**config.mk**
```make
export PLATFORM = sky130hd
export DESIGN_NAME = ascon_perm_ctrl_flat
export DESIGN_NICKNAME = d
export VERILOG_FILES = /design/src/rtl/ascon_perm_ctrl_if.sv /design/src/rtl/ascon_perm_ctrl.sv /design/src/flat_wrapper.sv
export SDC_FILE = /design/constraint.sdc
export NUM_CORES = 1
export LEC_CHECK = 0
export ABC_AREA = 0
export BUFFER_PORTS_ARGS = -buffer_cell sky130_fd_sc_hd__buf_4
export CAP_MARGIN = 20
export CORE_AREA = 2 2 527 529
export CTS_BUF_LIST = sky130_fd_sc_hd__clkbuf_8
export DETAILED_ROUTE_END_ITERATION = 10
export DIE_AREA = 0 0 529 531
export HOLD_SLACK_MARGIN = 0.15
export PLACE_DENSITY = 0.3
export SYNTH_ARGS = -nofsm -noshare
export SYNTH_HDL_FRONTEND = slang
export SYNTH_SLANG_ARGS = --single-unit
export TNS_END_PERCENT = 30
```
**constraint.sdc**
```tcl
create_clock -name clk -period 19.3 [get_ports clk]
set_input_delay 0.965 -clock clk [delete_from_list [all_inputs] [get_ports clk]]
set_output_delay 0.965 -clock clk [all_outputs]
set_load 0.01 [all_outputs]
```
**src/rtl/ascon_perm_ctrl_if.sv**
```systemverilog
// Bus between the Ascon permutation controller, its requester and the round core.
// The slave modport is the controller's view; the master modport is the surrounding logic.
interface ascon_perm_ctrl_if;
  logic        start_i;
  logic [3:0]  rounds_i;
  logic [63:0] x0_i, x1_i, x2_i, x3_i, x4_i;
  logic        ready_o;
  logic        done_o;
  logic        err_o;
  logic [63:0] x0_o, x1_o, x2_o, x3_o, x4_o;
  logic [3:0]  round_cnt_o;
  logic [63:0] px0_o, px1_o, px2_o, px3_o, px4_o;
  logic [63:0] px0_i, px1_i, px2_i, px3_i, px4_i;
  logic        sbox_wr_i;
  logic [4:0]  sbox_addr_i;
  logic [19:0] sbox_data_i;
  logic        upd_sbox_o;
  logic [4:0]  sbox_addr_o;
  logic [19:0] sbox_data_o;

  modport slave (
    input  start_i, rounds_i, x0_i, x1_i, x2_i, x3_i, x4_i,
           px0_i, px1_i, px2_i, px3_i, px4_i,
           sbox_wr_i, sbox_addr_i, sbox_data_i,
    output ready_o, done_o, err_o, x0_o, x1_o, x2_o, x3_o, x4_o, round_cnt_o,
           px0_o, px1_o, px2_o, px3_o, px4_o,
           upd_sbox_o, sbox_addr_o, sbox_data_o
  );

  modport master (
    output start_i, rounds_i, x0_i, x1_i, x2_i, x3_i, x4_i,
           px0_i, px1_i, px2_i, px3_i, px4_i,
           sbox_wr_i, sbox_addr_i, sbox_data_i,
    input  ready_o, done_o, err_o, x0_o, x1_o, x2_o, x3_o, x4_o, round_cnt_o,
           px0_o, px1_o, px2_o, px3_o, px4_o,
           upd_sbox_o, sbox_addr_o, sbox_data_o
  );
endinterface

```
**src/rtl/ascon_perm_ctrl.sv**
```systemverilog
// Round-sequencing controller for an external Ascon permutation core: holds the
// 320-bit state, steps the round index and gates S-box table updates.
module ascon_perm_ctrl #(
  parameter bit SBOX_LOCK = 1'b1
) (
  input  logic              clk,
  input  logic              rst,
  ascon_perm_ctrl_if.slave  bus
);

  typedef enum logic [1:0] {IDLE, RUN, DONE} state_t;

  state_t            state, state_nxt;
  logic [4:0][63:0]  x_q;
  logic [3:0]        rc_q, rc_nxt;
  logic              load, advance, start_bad;
  logic              sbox_fwd, sbox_drop;
  logic              err_q, upd_q;
  logic [4:0]        addr_q;
  logic [19:0]       data_q;

  always_comb begin
    state_nxt = state;
    rc_nxt    = rc_q;
    load      = 1'b0;
    advance   = 1'b0;
    start_bad = 1'b0;
    case (state)
      IDLE: begin
        if (bus.start_i) begin
          if (bus.rounds_i != 4'd0 && bus.rounds_i <= 4'd12) begin
            load      = 1'b1;
            rc_nxt    = 4'd12 - bus.rounds_i;
            state_nxt = RUN;
          end else begin
            start_bad = 1'b1;
          end
        end
      end
      RUN: begin
        advance = 1'b1;
        if (rc_q == 4'd11) state_nxt = DONE;
        else               rc_nxt    = rc_q + 4'd1;
      end
      DONE: begin
        state_nxt = IDLE;
        rc_nxt    = '0;
      end
      default: begin
        state_nxt = IDLE;
        rc_nxt    = '0;
      end
    endcase
  end

  // A write in the same IDLE cycle as an accepted start still goes through,
  // landing at the core before the first round result is captured.
  assign sbox_fwd  = bus.sbox_wr_i && (!SBOX_LOCK || state == IDLE);
  assign sbox_drop = bus.sbox_wr_i && !sbox_fwd;

  always_ff @(posedge clk or posedge rst) begin
    if (rst) begin
      state  <= IDLE;
      rc_q   <= '0;
      x_q    <= '0;
      err_q  <= 1'b0;
      upd_q  <= 1'b0;
      addr_q <= '0;
      data_q <= '0;
    end else begin
      state <= state_nxt;
      rc_q  <= rc_nxt;
      if (load)
        x_q <= {bus.x4_i, bus.x3_i, bus.x2_i, bus.x1_i, bus.x0_i};
      else if (advance)
        x_q <= {bus.px4_i, bus.px3_i, bus.px2_i, bus.px1_i, bus.px0_i};
      err_q <= start_bad | sbox_drop;
      upd_q <= sbox_fwd;
      if (sbox_fwd) begin
        addr_q <= bus.sbox_addr_i;
        data_q <= bus.sbox_data_i;
      end
    end
  end

  assign bus.ready_o     = (state == IDLE);
  assign bus.done_o      = (state == DONE);
  assign bus.err_o       = err_q;
  assign bus.round_cnt_o = rc_q;
  assign bus.x0_o        = x_q[0];
  assign bus.x1_o        = x_q[1];
  assign bus.x2_o        = x_q[2];
  assign bus.x3_o        = x_q[3];
  assign bus.x4_o        = x_q[4];
  assign bus.px0_o       = x_q[0];
  assign bus.px1_o       = x_q[1];
  assign bus.px2_o       = x_q[2];
  assign bus.px3_o       = x_q[3];
  assign bus.px4_o       = x_q[4];
  assign bus.upd_sbox_o  = upd_q;
  assign bus.sbox_addr_o = addr_q;
  assign bus.sbox_data_o = data_q;

endmodule

```
**src/flat_wrapper.sv**
```systemverilog
// flat-port wrapper written by rule: the top's interface ports become plain ports
module ascon_perm_ctrl_flat 
#(
  parameter bit SBOX_LOCK = 1'b1
)
  (clk, rst, bus_start_i, bus_rounds_i, bus_x0_i, bus_x1_i, bus_x2_i, bus_x3_i, bus_x4_i, bus_px0_i, bus_px1_i, bus_px2_i, bus_px3_i, bus_px4_i, bus_sbox_wr_i, bus_sbox_addr_i, bus_sbox_data_i, bus_ready_o, bus_done_o, bus_err_o, bus_x0_o, bus_x1_o, bus_x2_o, bus_x3_o, bus_x4_o, bus_round_cnt_o, bus_px0_o, bus_px1_o, bus_px2_o, bus_px3_o, bus_px4_o, bus_upd_sbox_o, bus_sbox_addr_o, bus_sbox_data_o);
  ascon_perm_ctrl_if bus_i ();
  input  logic clk;
  input  logic rst;
  input wire logic [$bits(bus_i.start_i)-1:0] bus_start_i;
  input wire logic [$bits(bus_i.rounds_i)-1:0] bus_rounds_i;
  input wire logic [$bits(bus_i.x0_i)-1:0] bus_x0_i;
  input wire logic [$bits(bus_i.x1_i)-1:0] bus_x1_i;
  input wire logic [$bits(bus_i.x2_i)-1:0] bus_x2_i;
  input wire logic [$bits(bus_i.x3_i)-1:0] bus_x3_i;
  input wire logic [$bits(bus_i.x4_i)-1:0] bus_x4_i;
  input wire logic [$bits(bus_i.px0_i)-1:0] bus_px0_i;
  input wire logic [$bits(bus_i.px1_i)-1:0] bus_px1_i;
  input wire logic [$bits(bus_i.px2_i)-1:0] bus_px2_i;
  input wire logic [$bits(bus_i.px3_i)-1:0] bus_px3_i;
  input wire logic [$bits(bus_i.px4_i)-1:0] bus_px4_i;
  input wire logic [$bits(bus_i.sbox_wr_i)-1:0] bus_sbox_wr_i;
  input wire logic [$bits(bus_i.sbox_addr_i)-1:0] bus_sbox_addr_i;
  input wire logic [$bits(bus_i.sbox_data_i)-1:0] bus_sbox_data_i;
  output wire logic [$bits(bus_i.ready_o)-1:0] bus_ready_o;
  output wire logic [$bits(bus_i.done_o)-1:0] bus_done_o;
  output wire logic [$bits(bus_i.err_o)-1:0] bus_err_o;
  output wire logic [$bits(bus_i.x0_o)-1:0] bus_x0_o;
  output wire logic [$bits(bus_i.x1_o)-1:0] bus_x1_o;
  output wire logic [$bits(bus_i.x2_o)-1:0] bus_x2_o;
  output wire logic [$bits(bus_i.x3_o)-1:0] bus_x3_o;
  output wire logic [$bits(bus_i.x4_o)-1:0] bus_x4_o;
  output wire logic [$bits(bus_i.round_cnt_o)-1:0] bus_round_cnt_o;
  output wire logic [$bits(bus_i.px0_o)-1:0] bus_px0_o;
  output wire logic [$bits(bus_i.px1_o)-1:0] bus_px1_o;
  output wire logic [$bits(bus_i.px2_o)-1:0] bus_px2_o;
  output wire logic [$bits(bus_i.px3_o)-1:0] bus_px3_o;
  output wire logic [$bits(bus_i.px4_o)-1:0] bus_px4_o;
  output wire logic [$bits(bus_i.upd_sbox_o)-1:0] bus_upd_sbox_o;
  output wire logic [$bits(bus_i.sbox_addr_o)-1:0] bus_sbox_addr_o;
  output wire logic [$bits(bus_i.sbox_data_o)-1:0] bus_sbox_data_o;
  assign bus_i.start_i = bus_start_i;
  assign bus_i.rounds_i = bus_rounds_i;
  assign bus_i.x0_i = bus_x0_i;
  assign bus_i.x1_i = bus_x1_i;
  assign bus_i.x2_i = bus_x2_i;
  assign bus_i.x3_i = bus_x3_i;
  assign bus_i.x4_i = bus_x4_i;
  assign bus_i.px0_i = bus_px0_i;
  assign bus_i.px1_i = bus_px1_i;
  assign bus_i.px2_i = bus_px2_i;
  assign bus_i.px3_i = bus_px3_i;
  assign bus_i.px4_i = bus_px4_i;
  assign bus_i.sbox_wr_i = bus_sbox_wr_i;
  assign bus_i.sbox_addr_i = bus_sbox_addr_i;
  assign bus_i.sbox_data_i = bus_sbox_data_i;
  assign bus_ready_o = bus_i.ready_o;
  assign bus_done_o = bus_i.done_o;
  assign bus_err_o = bus_i.err_o;
  assign bus_x0_o = bus_i.x0_o;
  assign bus_x1_o = bus_i.x1_o;
  assign bus_x2_o = bus_i.x2_o;
  assign bus_x3_o = bus_i.x3_o;
  assign bus_x4_o = bus_i.x4_o;
  assign bus_round_cnt_o = bus_i.round_cnt_o;
  assign bus_px0_o = bus_i.px0_o;
  assign bus_px1_o = bus_i.px1_o;
  assign bus_px2_o = bus_i.px2_o;
  assign bus_px3_o = bus_i.px3_o;
  assign bus_px4_o = bus_i.px4_o;
  assign bus_upd_sbox_o = bus_i.upd_sbox_o;
  assign bus_sbox_addr_o = bus_i.sbox_addr_o;
  assign bus_sbox_data_o = bus_i.sbox_data_o;
  ascon_perm_ctrl #(.SBOX_LOCK(SBOX_LOCK)) u_core (.clk(clk), .rst(rst), .bus(bus_i));
endmodule
```
# Word level (Yosys, flattened, before mapping)
# Index checks and enable logic that the tools add are counted.
# totals
output_inout_bits	673
ff_bits	353
wordCells	48
in_bits	673
# op_classes
n_eq_ne	7
bitwise_logic	1
reduce_logical	9
add_sub_neg	2
muxes	17
n_lt_le_gt_ge	1
# op_table
op	count
2-to-1 mux 320 bit	2
2-to-1 mux 4 bit	3
one-hot mux 4 bit (2 select lines)	1
2-to-1 mux 1 bit	7
2-to-1 mux 2 bit	3
AND reduction 3 bit	2
adder 4 x 1 -> 4 bit (second input constant)	1
== test 4 bit (second input constant)	1
<= comparator 4 bit (second input constant)	1
!= test 2 x 1 -> 1 bit (second input constant)	2
!= test 2 bit (second input constant)	2
one-hot mux 2 bit (2 select lines)	1
nonzero test 4 bit	1
subtractor 4 bit (first input constant)	1
logical AND 1 bit	3
== test 2 x 1 -> 1 bit (second input constant)	1
== test 2 bit (second input constant)	1
zero test 2 bit	1
nonzero test 2 bit	1
zero test 1 bit	1
OR 1 bit	1

# Longest topological paths before layout
# Gate-level depths: netlist of the first run.
# depth
ltp_word	6
mapped_depth	9
mapped_depth_nobuf	6

# Least setup slack after synthesis of the first run
# Ideal clock, no wire load.
# synth_timing
path_kind	input to register
startpoint	in bus_rounds_i[0]
endpoint	reg u_core.rc_q[0] (netlist: u_core.bus.round_cnt_o[0])
t_required_ps	19175
setup_ps	125
path_slack_ps	16699
arrival_time_ps	2476
path_buffers	0
stages	6
cell_sequence	inv_1 -> ha_1 -> and3b_1 -> or3b_2 -> o21ai_0 -> mux2_2
# synth_via
elab_chain_cells	4
word_cells_on_any_way	9
cone_classes	add/sub: 1; order compare: 1; eq/ne: 1; mux: 3; reduce/logical: 3
# synth_lines
item	line_no	source
start, declared	flat_wrapper.sv:11	input wire logic [$bits(bus_i.rounds_i)-1:0] bus_rounds_i;
subtractor 4 bit (tied with other cells)	ascon_perm_ctrl.sv:33	rc_nxt = 4'd12 - bus.rounds_i;
2-to-1 mux 4 bit or logical AND 1 bit (tied branches)	ascon_perm_ctrl.sv:31	if (bus.rounds_i != 4'd0 && bus.rounds_i <= 4'd12) begin
2-to-1 mux 4 bit or != test 2 x 1 -> 1 bit (tied branches)	n/a	
one-hot mux 4 bit (2 select lines) or AND reduction 3 bit (tied branches)	n/a	
end signal, assigned	ascon_perm_ctrl.sv:72	rc_q <= rc_nxt;
end, declared	ascon_perm_ctrl.sv:15	logic [3:0] rc_q, rc_nxt;
# Parallel ways exist; a longest one is shown, timed or not. The select of a mux whose other input is x is not followed.
# A chain may end at the register's enable or synchronous reset.

# Worst setup path in the final report of the first run
# layout_timing
startpoint	reg u_core.state[0]
endpoint	reg u_core.x_q, in the netlist u_core.bus.px4_o[3]
# layout_via
elab_chain_cells	3
word_cells_on_any_way	6
cone_classes	eq/ne: 1; mux: 3; reduce/logical: 2
# layout_lines
item	line_no	source
start, declared	ascon_perm_ctrl.sv:13	state_t state, state_nxt;
start signal, assigned	ascon_perm_ctrl.sv:71	state <= state_nxt;
== test 2 x 1 -> 1 bit or zero test 2 bit (tied branches)	ascon_perm_ctrl.sv:28	case (state)
2-to-1 mux 1 bit	ascon_perm_ctrl.sv:28	
nonzero test 2 bit (no line) or 2-to-1 mux 320 bit (tied branches)	n/a	
end signal, assigned	ascon_perm_ctrl.sv:74	x_q <= {bus.x4_i, bus.x3_i, bus.x2_i, bus.x1_i, bus.x0_i};
end signal, assigned	ascon_perm_ctrl.sv:76	x_q <= {bus.px4_i, bus.px3_i, bus.px2_i, bus.px1_i, bus.px0_i};
end, declared	ascon_perm_ctrl.sv:14	logic [4:0][63:0] x_q;
# Parallel ways exist; a longest one is shown, timed or not.

==> results.md, run 1 <==
- Final Cycle Share: 21.7%
- Vias: 19,100
- Post_cts resized: 0
- Area leader, netlist: dfrtp_1
- Mux cell area share after synthesis: 1.78%
- CTS H-tree lvls: 3
- Syn_area_per_cell: 9.45 µm²
- Core area: 275,000 µm²
- Antenna Nets Post-Route: 0
- Root buf cell: clkbuf_8
- Die area: 281,000 µm²
- Dpl hpwl: 169 mm
- CTS tree: yes
- Cell Area, Synth: 17,100 µm²
- Kind of critical path: reg2reg
- Num rows: 193
- Arrival @ worst endpoint: 5020 ps
- RSZ-0062 raised after global routing: no
- Port bufs: 1,345
- Cells after Synth: 1,813
- CTS max path bufs: 4
- I/O pins: 1,346
- Layout area overhead: 87.8%
- Reg clk slew, reported paths: 70 ps
- Initial drt markers: 1,234
- Final setup violation count: 0
- Layout cells sized above 1: 50.1%
- Clock Sinks: 353
- Number of global-route vias before repair: 19,000
- Setup TNS: 0 ps
- Fin nets: 3,649
- WHS: 302 ps
- CP Capture Type: register
- Xor-xnor portion of the synthesized cell area: 0.102%
- Compound-gate portion of the synthesized area: 14.6%
- TritonCTS buffer count: 88
- Die W: 529 µm
- Fin. max-slew vios: 0
- Hold Path Class: in2reg
- Tmin final: 4190 ps
- Simple-gate portion of the synthesized area: 14.7%
- Wirelength, routed: 195 mm
- Top-area cell type share of the netlist area: 51.6%
- Seq/Total Area, Yosys: 51.6%
- Worst slew pin tran: 995 ps
- FMAX: 0.239 GHz
- Leakage: 14.9 nW
- DRC violations left: 0
- GRT Resource Usage Total: 13.3%
- Required @ worst endpoint: 20,130 ps
- Initial antenna violation count: 183
- Worst vdd ir: 0.0750 mV
- Commonest cells after routing, fill and taps aside: 1,366 x buf_4, 641 x nand2_1, 353 x dfrtp_1
- Vias per Instance: 2.86
- WL/cell: 29.2 µm
- Syn Nets: 2,488
- Outcome: complete, no violations
- Global-route wire length before repair: 237 mm
- Height of the die: 531 µm
- Top cells by area, synth: dfrtp_1 52%, buf_4 14%, a22oi_1 14%
- Distinct cell type count after synthesis: 32
- Fin. Hold Viols: 0
- Later-pin clock latency in the skew report: 900 ps
- Critical path peak fanout: 107
- Most common cell after layout, fill and taps aside: buf_4
- PD cells: 179 nW/µm²
- Ys Warns: 0
- Gpl congestion: 0.909
- Post-Synth Adder-Cell Area: 0.146%
- Max_cap viols: 0
- #FFs+latches synth: 353
- Rel. slew slack: 33.7%
- Largest net degree at the start of global routing: 108
- Starting density of the core: 6.22%
- Drt first pass iters: 5
- Main combinational cell family by area after synthesis: buffers and inverters
- Crit start category: register
- Gr ovfl total: 0
- Clk_skew: 59.1 ps
[final timing paths]
check	startpoint	to	slack, ps	depth (start not counted)
worst max-delay path	u_core.state[0]	u_core.bus.px4_o[3]	15110	8
min in group asynchronous	rst	u_core.bus.px3_o[19]	730	3
worst min register to register	u_core.bus.px1_o[38]	u_core.bus.px1_o[38]	510	2
worst min-delay path	bus_x4_i[10]	u_core.bus.px4_o[10]	300	3
worst max register to register	u_core.state[0]	u_core.bus.px4_o[3]	15110	8
max in group asynchronous	rst	u_core.bus.px3_o[35]	15970	6
[cell families (layout without fill, tap and decap cells)]
kind of cell             count (synthesis)  count (layout)
AND/OR/NAND/NOR                        657             657
buffers and inverters                  437            1650
flip-flops                             353             353
AO/OA/AOI/OAI                          335             335
multiplexers                            27              27
adder cells (fa/ha/maj)                  2               2
XOR/XNOR                                 2               2
other                                    0              54
[critical path, cell delays in order (launching register included)]
cell,delay [ps]
dfrtp_1,470
or3b_1,470
nor3_4,190
buf_12,410
buf_4,720
buf_4,750
a22oi_1,130
dlygate4sd3_1,600
nand2_1,60
[sequential cells by signal, indices dropped and copies added, names as in the netlist, 4 cells and up]
| register | cells |
|---|---|
| u_core.bus.px3_o | 64 |
| u_core.bus.round_cnt_o | 4 |
| u_core.bus.sbox_addr_o | 5 |
| u_core.bus.px0_o | 64 |
| u_core.bus.sbox_data_o | 20 |
| u_core.bus.px4_o | 64 |
| u_core.bus.px1_o | 64 |
| u_core.bus.px2_o | 64 |
[power by group]
part           internal [mW]  leakage (nW)  switching [mW]
sequential              1.12          4.19           0.463
combinational           1.29          9.80            1.94
clock                  0.515         0.954           0.444
[metal layers]
metal	GRT usage, %	vias up	share of wire [%]
met1	13.9	9081	36
met3	10.4	410	17
li1	-	8232	-
met5	0.615	-	0.59
met2	19.8	1272	42
met4	4.85	140	3.8
[what timing repair did]
item | CTS | global route
hold buffers | 132 | 0
hold endpoints to repair | 137 | 0
setup buffers | 0 | 0
[cells in the mapped netlist (all sizes together)]
master and number:
a21oi 4, a22o 1, a22oi 321, a31oi 1
and2 1, and3b 1, and4 1, buf 388
clkbuf 41, dfrtp 353, ha 2, inv 8
mux2 27, nand2 641, nand2b 1, nand3 1
nand3b 1, nor2 3, nor2b 1, nor3 2
nor3b 1, o21ai 4, o22ai 2, o31a 2
or2 1, or3b 2, xnor2 1, xor2 1
[final cells by class]
class                   count  area [µm²]
clock buffers              99        1360
fillers                 31900      243000
well taps                3607        4510
flip-flops and latches    353        8830
inverters                   8        37.5
multi-input cells        1023        5370
clock inverters            43         293
repair buffers           1500       11600
diodes                     54         135
[per-stage QoR]
step           total power, mW  cells  instance area [µm²]  setup slack (ps)  utilization [%]
6_report                  5.76   6687                32200             15110             11.7
5_1_grt                   6.16   6650                32100             14920             11.6
4_1_cts                   5.96   6633                32000             15210             11.6
3_5_place_dp              4.87   6359                29000             14880             10.6
3_3_place_gp              4.87   6359                29000             14900             10.6
2_1_floorplan             2.89   1813                17100              8540                -
Power figures use the tool's default switching activity.
==> run 2: changes to the inputs <==
Settings changed: ABC_AREA 0 to 1, CORE_AREA 2 2 527 529 to 2 2 521 523, DIE_AREA 0 0 529 531 to 0 0 523 525.
Clock period 19.3 ns to 3.7 ns, I/O delays scaled along.
==> run 2 against run 1 <==
Effect of this change:
- critical path depth rose by 7
- clock power rose to 5.9 times the previous value
- setup slack got worse by 15000 ps
- non-clock buffer count grew 1245
- sequential power rose to 5.5 times the previous value
- critical path type is now in2reg
- die area fell by 2.3%
- sequential share of layout area is 8.4 points lower
- core utilization up 5.5 points
- largest power group unchanged
- clock skew decreased by 24 ps
- cell area up 44%
==> results.md, run 2 <==
- Most common cell after layout, fill and taps aside: buf_4
- Dpl hpwl: 165 mm
- Hold Path Class: in2reg
- Leakage: 20.9 nW
- Layout cells sized above 1: 33.3%
- Tot Pwr: 35.4 mW
- Setup TNS: 0 ps
- Most numerous cell in the Yosys netlist: nand3_1
- Top-area cell type share of the netlist area: 46.9%
- Dpl ws: 939 ps
- Placed instance area: 30,900 µm²
- Rel. slew slack: 40.6%
- Antenna Nets Post-Route: 0
- Number of global-route vias before repair: 28,400
- #FFs+latches synth: 353
- Syn_area_per_cell: 8.27 µm²
- Layout area overhead: 146%
- Later-pin clock latency in the skew report: 810 ps
- Vias per Instance: 3.30
- PD cells: 765 nW/µm²
- Area leader, netlist: dfrtp_1
- Arrival @ worst endpoint: 3920 ps
- Post-synth ARST share: 100%
- Cell Area, Synth: 18,800 µm²
- Num rows: 191
- Core area: 269,000 µm²
- Drt first pass iters: 7
- Height of the die: 525 µm
- Outcome: complete, no violations
- Die area: 275,000 µm²
- Fin. max-slew vios: 0
- Post-synth top cells: 969 x nand3_1, 423 x nand2_1, 353 x dfrtp_1
- Wirelength, routed: 203 mm
- Top cells by area, synth: dfrtp_1 47%, nand3_1 26%, buf_4 14%
- Die W: 523 µm
- GRT Resource Usage Total: 14.2%
- DRC violations left: 0
- Reg clk slew, reported paths: 60 ps
- Required @ worst endpoint: 4430 ps
- Crit start category: input port
- Vias: 27,300
- Global-route wire length before repair: 263 mm
- Clk_skew: 35.3 ps
- Ys Warns: 0
- Root buf cell: clkbuf_8
- Final Cycle Share: 86.1%
- Post-synth top flop: dfrtp_1
- Worst vdd ir: 0.350 mV
- CTS tree: yes
- Port bufs: 1,345
- Max_cap viols: 0
- Gr ovfl total: 0
- EDFF count, synth: 0
- Clock Sinks: 353
- Initial antenna violation count: 85
- Commonest cells after routing, fill and taps aside: 1,388 x buf_4, 1,333 x dlygate4sd3_1, 969 x nand3_1
- Syn Nets: 2,949
- Largest net degree at the start of global routing: 104
- CP Capture Type: register
- Fin. Hold Viols: 0
- Gpl congestion: 0.926
- Kind of critical path: in2reg
- FMAX: 0.314 GHz
- CTS H-tree lvls: 3
- CTS max path bufs: 3
- Layout Cells excl Fill: 8,276
- Final setup violation count: 0
- Critical path peak fanout: 30
- WL/cell: 24.5 µm
- Design area: 46,200 µm²
- Post_cts resized: 0
- Initial drt markers: 1,442
- Distinct cell type count after synthesis: 22
- RSZ-0062 raised after global routing: no
- Worst slew pin tran: 889 ps
- Fin nets: 5,285
- Starting density of the core: 6.99%
- Seq/Total Area, Yosys: 46.9%
- TritonCTS buffer count: 88
- Tmin final: 3190 ps
- Cells after Synth: 2,274
- # fillers: 30,600
- I/O pins: 1,346
- Final WS setup: 515 ps
- DP Cell Count: 6,757
- Post-CTS Setup Bufs: 0
## run 2: final cells by class
type / count / area [µm²] / area share [%]
Clock buffer: 114 / 1570 / 3.39
Sequential cell: 353 / 8830 / 19.1
Clock inverter: 41 / 394 / 0.852
Timing Repair Buffer: 2745 / 24200 / 52.4
Multi-Input combinational cell: 1409 / 6600 / 14.3
Antenna cell: 31 / 77.6 / 0.168
Inverter: 13 / 60.1 / 0.130
Tap cell: 3570 / 4470 / 9.66
## run 2: worst paths after layout
kind	startpoint	end	slack (ps)	depth (start not counted)
min in group asynchronous	rst	u_core.bus.px4_o[62]	690	4
min reg2reg	u_core.bus.sbox_data_o[8]	u_core.bus.sbox_data_o[8]	480	2
max reg2reg	u_core.state[0]	u_core.bus.px1_o[33]	620	8
min	bus_sbox_data_i[16]	u_core.bus.sbox_data_o[16]	280	4
max in group asynchronous	rst	u_core.bus.px1_o[17]	1890	6
max	bus_rounds_i[1]	u_core.bus.px0_o[51]	510	15
## run 2: cell families (layout without fill, tap and decap cells)
group | count (synthesis) | after routing | synth area share [%]
AND/OR/NAND/NOR | 1404 | 1404 | 34.7
other | 0 | 31 | 0
adder cells (fa/ha/maj) | 2 | 2 | 0.133
buffers and inverters | 512 | 2913 | 18.1
AO/OA/AOI/OAI | 3 | 3 | 0.0931
flip-flops | 353 | 353 | 46.9
## run 2: critical path: stages
cell	delay [ps]
dlygate4sd3_1	600
buf_4	160
inv_1	60
ha_1	170
inv_1	60
nand2_1	80
nand2_1	110
nand2_4	360
buf_12	300
buf_12	240
buf_12	210
nand3_1	90
dlygate4sd3_1	580
nand3_1	80
dlygate4sd3_1	550
## run 2: layer usage
layer	track usage, %	wire length (µm)	vias to the layer above
li1	-	-	12100
met1	16.3	79500	13400
met2	23.3	93200	1369
met3	6.19	22000	289
met4	4.82	7550	46
met5	0	317	-
## run 2: through the flow
step / utilization (%) / hold slack, ps
2_1_floorplan: - / 302
3_3_place_gp: 11.5 / 388
3_5_place_dp: 11.5 / 396
4_1_cts: 17.1 / 152
5_1_grt: 17.2 / 166
6_report: 17.2 / 278
## run 2: what timing repair did
item / 4_1_cts / 5_1_grt
hold endpoints to repair: 511 / 0
endpoints found under the setup margin: 0 / 0
hold buffers: 1333 / 0
## run 2: where the power goes
part / switching, mW / internal [mW]
Clock: 2.45 / 3.25
Sequential: 2.90 / 5.81
Combinational: 11.1 / 9.82
